## config.mk

```make
export PLATFORM = sky130hd
export DESIGN_NAME = add_round_key_seq
export DESIGN_NICKNAME = d
export VERILOG_FILES = /design/src/rtl/add_round_key_seq.sv
export SDC_FILE = /design/constraint.sdc
export NUM_CORES = 2
export LEC_CHECK = 0
export BUFFER_PORTS_ARGS = -buffer_cell sky130_fd_sc_hd__buf_2
export CAP_MARGIN = 40
export CORE_ASPECT_RATIO = 1.4
export CORE_MARGIN = 2
export CORE_UTILIZATION = 50
export DETAILED_ROUTE_END_ITERATION = 12
export GPL_TIMING_DRIVEN = 1
export PLACE_DENSITY = 0.68
export SYNTH_ARGS = -nofsm -noshare
export SYNTH_HDL_FRONTEND = slang
export SYNTH_SLANG_ARGS = --single-unit
export TNS_END_PERCENT = 50
```

## constraint.sdc

```tcl
create_clock -name clk -period 112.4 [get_ports clk]
set_clock_uncertainty 0.05 [all_clocks]
set_input_delay 22.48 -clock clk [delete_from_list [all_inputs] [get_ports clk]]
set_output_delay 22.48 -clock clk [all_outputs]
set_load 0.02 [all_outputs]
```

## src/rtl/add_round_key_seq.sv

```systemverilog
// add_round_key_seq: sequential AES AddRoundKey with a loadable round-key table,
// XORing one LANE_W slice per cycle behind valid/ready handshakes.
module add_round_key_seq #(
  parameter int DATA_W = 128,
  parameter int LANE_W = 32,
  parameter int NUM_KEYS = 11,
  localparam int KIDX_W = NUM_KEYS > 1 ? $clog2(NUM_KEYS) : 1
) (
  input  logic              clk,
  input  logic              rst,
  input  logic              key_we,
  input  logic [KIDX_W-1:0] key_waddr,
  input  logic [DATA_W-1:0] key_wdata,
  input  logic              in_valid,
  output logic              in_ready,
  input  logic [DATA_W-1:0] in_data,
  input  logic [KIDX_W-1:0] in_kidx,
  output logic              out_valid,
  input  logic              out_ready,
  output logic [DATA_W-1:0] out_data,
  output logic              out_err,
  output logic              busy
);
  localparam int BEATS = DATA_W / LANE_W;
  localparam int CNT_W = BEATS > 1 ? $clog2(BEATS) : 1;
  typedef enum logic [1:0] {IDLE, RUN, HOLD} state_t;
  state_t state, state_nx;
  logic [CNT_W-1:0] cnt;
  logic [DATA_W-1:0] keys [NUM_KEYS];
  logic [DATA_W-1:0] work, key_w, work_x;
  logic err_w, last, kidx_ok, accept;
  assign in_ready = state == IDLE && !rst;
  assign out_valid = state == HOLD;
  assign busy = state != IDLE;
  assign last = cnt == CNT_W'(BEATS - 1);
  assign kidx_ok = 32'(in_kidx) < NUM_KEYS;
  assign accept = in_valid && in_ready;
  always_comb begin
    work_x = work;
    work_x[int'(cnt)*LANE_W +: LANE_W] = work[int'(cnt)*LANE_W +: LANE_W] ^ key_w[int'(cnt)*LANE_W +: LANE_W];
  end
  always_comb begin
    state_nx = state;
    state_nx = (state == IDLE && accept) ? RUN :
               (state == RUN && last) ? HOLD :
               (state == HOLD && out_ready) ? IDLE : state;
  end
  always_ff @(posedge clk or posedge rst)
    if (rst) state <= IDLE;
    else state <= state_nx;
  // The key is snapshotted at accept, so later table writes never reach an in-flight block.
  always_ff @(posedge clk or posedge rst)
    if (rst) begin
      cnt <= '0;
      work <= '0;
      key_w <= '0;
      err_w <= 1'b0;
      out_data <= '0;
      out_err <= 1'b0;
      for (int i = 0; i < NUM_KEYS; i++) keys[i] <= '0;
    end else begin
      if (key_we && 32'(key_waddr) < NUM_KEYS) keys[key_waddr] <= key_wdata;
      if (state == IDLE && accept) begin
        work <= in_data;
        key_w <= kidx_ok ? keys[in_kidx] : '0;
        err_w <= !kidx_ok;
        cnt <= '0;
      end else if (state == RUN) begin
        work <= work_x;
        cnt <= cnt + 1'b1;
        if (last) begin
          out_data <= work_x;
          out_err <= err_w;
        end
      end
    end
endmodule

```

==> results_dict.tcl <==
set metrics [dict create \
    outcome "complete, no violations" \
    cpMaxStageDelayCell "nor3_1" \
    fp.dieW_um 343.5 \
    grt_pass1_wl_mm 353.4 \
    rows 174 \
    swShare_pct 35.00 \
    synth_async_sr_flop_share_pct 100.0 \
    cts_resized 0 \
    grt_max_degree 194 \
    grt_pass1_vias 51646 \
    max_freq_mhz 21.91 \
    cts_made_buffers 170 \
    drt_pass1_iterations 6 \
    viasPerCell 6.289 \
    synth-edff-count 0 \
    crit_buf_inv 2 \
    post_cts_buffers 0 \
    synthCells 5647 \
    hold_class "flop to flop" \
    cts.sinks 1798 \
    crit_family "buffers and inverters" \
    relSlewSlack_pct 25.88 \
    hpwl_mm 150.4 \
    ant_nets 0 \
    power_frac_clock_pct 26.9 \
    required_ns 89.87 \
    place_inst 7734 \
    fill_cells 12878 \
    synth_top_family_by_area "multiplexers" \
    tightest_slew_ns 1.112 \
    vias 50685 \
    yosys.area.top_type "dfrtp_1" \
    layout_commonest_cell "dfrtp_1" \
    drc_errors 0 \
    syn_avg_cell_area_um2 14.28 \
    power_switching_uw 774.6 \
    synth-seq-cells 1798 \
    setup_tns_ns 0 \
    synth-xor-area-share_pct 1.390 \
    synthMuxAreaShare_pct 30.87 \
    htreeDepth 4 \
    synth_compound_area_share_pct 7.107 \
    numPortBuffers 400 \
    synth-simple-area-share_pct 1.685 \
    synth_area_leaders "dfrtp_1 56%, mux2_2 18%, mux4_2 8.0%, mux2i_1 3.2%, a21oi_1 1.6%" \
    p_total_uw 2213 \
    coreArea_mm2 0.1605 \
    drive_above_1_share_pct 40.68 \
    cpPeakStageDelay_ns 0.26 \
    setup_violations 0 \
    area_delta_synth_final_pct 12.14 \
    crit_chain "buf_2 > nor3_1 > buf_2" \
    initial_core_util_pct 50.27 \
    cp-end-kind "output pin" \
    syn_area_mm2 0.08066 \
    synthesis.nets 5921 \
    crit_top_cell "buf_2" \
    hold_viol_final 0 \
    cts_tree "done" \
    fin_crit_sh_pct 40.61 \
    gr-total-overflow 0 \
    nets 6068 \
    final_cells 8059 \
    clock_latency_ns 0.83 \
    drv_slew 0 \
    cap_violations 0 \
    synth.distinct_cells 41 \
    path_clk_slew_ns 0.07 \
    die_h_um 479.2 \
    power.leakage_uw 0.03952 \
    most-common-layout-cells "1798 x dfrtp_1, 1307 x mux2_2, 396 x buf_2, 288 x mux4_2, 260 x nor2_1" \
    power_frac_seq_pct 43.3 \
    routed_wl_mm 239.9 \
    antenna_found_initial 60 \
    holdBufCountCts 0 \
    finalWeightedCongestion 0.8520 \
    synth_top_flop_cell "dfrtp_1" \
    worstPathMaxFanout 3 \
    p_int_uw 1438 \
    rsz0062_at_grt "false" \
    crit_path_start_kind "input port" \
    max-clock-path-buffers 3 \
    die_area_mm2 0.1646 \
    arrival_ns 23.11 \
    yosys_warnings 0 \
    pwr-share-comb_pct 29.8 \
    track_usage_pct 29.29 \
    post-synth-top-area-fraction_pct 55.78 \
    routedWlPerCell_um 29.76 \
    cts-root-buf "clkbuf_16" \
    cellPowerDensity_mw_per_mm2 24.46 \
    synth_fa_ha_area_share_pct 0.07756 \
    min_period_ns 45.64 \
    ir_drop_mv 0.01993 \
    ys_seq_area_share_pct 55.78 \
    pin_count 401 \
    drt-initial-drc-count 4479 \
    critical_path_class "input port to output pin" \
]
[layer usage]
| metal | part of all wire, % | global-route usage, % | vias to the layer above |
|---|---|---|---|
| li1 | - | - | 21085 |
| met1 | 42 | 41.62 | 27030 |
| met2 | 44 | 42.80 | 2095 |
| met3 | 11 | 9.604 | 423 |
| met4 | 3.0 | 9.145 | 52 |
| met5 | 0.14 | 0 | - |
[power by group through the flow]
stage / Clock [µW] / Sequential, µW / Combinational (µW)
2_1_floorplan: 0 / 950 / 380
3_3_place_gp: 0 / 953 / 620
3_5_place_dp: 0 / 964 / 641
4_1_cts: 605 / 954 / 643
5_1_grt: 629 / 976 / 691
6_report: 596 / 957 / 660
[final cells by class]
type,count,area (µm²),share of cell area [%]
flip-flops and latches,1798,44990,49.74
multi-input cells,3293,33310,36.82
clock buffers,250,5000,5.527
repair buffers,524,3675,4.062
well taps,2112,2643,2.921
clock inverters,62,777.0,0.8589
inverters,7,33.78,0.03735
diodes,13,32.53,0.03596
[registers in the layout, summed over array words and instances (netlist names)]
register and flops:
err_w 1, state 2, out_err 1, cnt 2, key_w 128, keys 1408, work 128, out_data 128
[cells by family after synthesis]
logic type	count (synthesis)
and+or+nand+nor	336
xor gates and xnor gates	128
muxes	1952
AOI/OAI and AO/OA	872
DFF	1798
buffers and inverters	556
adders and majority gates	5
[through the flow]
stage / setup WS [ns] / hold WS, ns / utilization, % / cell area [µm²]
3_3_place_gp: 66.70 / 0.4097 / 52.25 / 83830
4_1_cts: 66.74 / 0.4246 / 56.36 / 90430
2_1_floorplan: 39.11 / 0.3886 / - / 80660
5_1_grt: 66.68 / 0.4437 / 56.36 / 90430
6_report: 66.76 / 0.4215 / 56.38 / 90460
3_5_place_dp: 66.74 / 0.4082 / 52.76 / 84650
[worst reg2reg max path, cell delays in order (launching register included)]
cell and delay [ns]:
dfrtp_1 0.38, clkinv_1 0.59, buf_4 0.49, ha_1 0.27
clkinv_1 0.05, buf_4 0.47, nor4b_1 0.14, nand2_1 0.65
buf_4 0.42, o22ai_1 0.18
[synth_stat cells (3+ instances only)]
cell type / n
dfrtp_1: 1798
mux2_2: 1307
mux4_2: 288
clkbuf_1: 279
nor2_1: 265
a21oi_1: 259
mux2i_1: 256
buf_2: 197
a2bb2oi_1: 128
o22ai_1: 128
o2bb2ai_1: 128
xnor2_1: 128
mux2_1: 101
a22oi_1: 96
o21ai_1: 87
nand2_1: 46
o21ai_0: 43
buf_1: 36
buf_4: 32
buf_6: 5
ha_1: 5
inv_1: 5
nand2b_1: 5
nand3b_1: 3
[final timing paths]
kind	startpoint	to	slack [ns]	depth (start not counted)
min in group asynchronous	rst	out_data[125]$_DFFE_PP0P_	21.80	2
worst max register to register	cnt[1]$_DFFE_PP0P_	out_data[13]$_DFFE_PP0P_	108.57	9
worst min-delay path	err_w$_DFFE_PP0P_	err_w$_DFFE_PP0P_	0.42	2
worst min register to register	err_w$_DFFE_PP0P_	err_w$_DFFE_PP0P_	0.42	2
worst max-delay path	rst	in_ready	66.76	3
max in group asynchronous	rst	keys[1017]$_DFFE_PP0P_	87.48	6
Note: power is estimated with default switching activity, not from simulation.
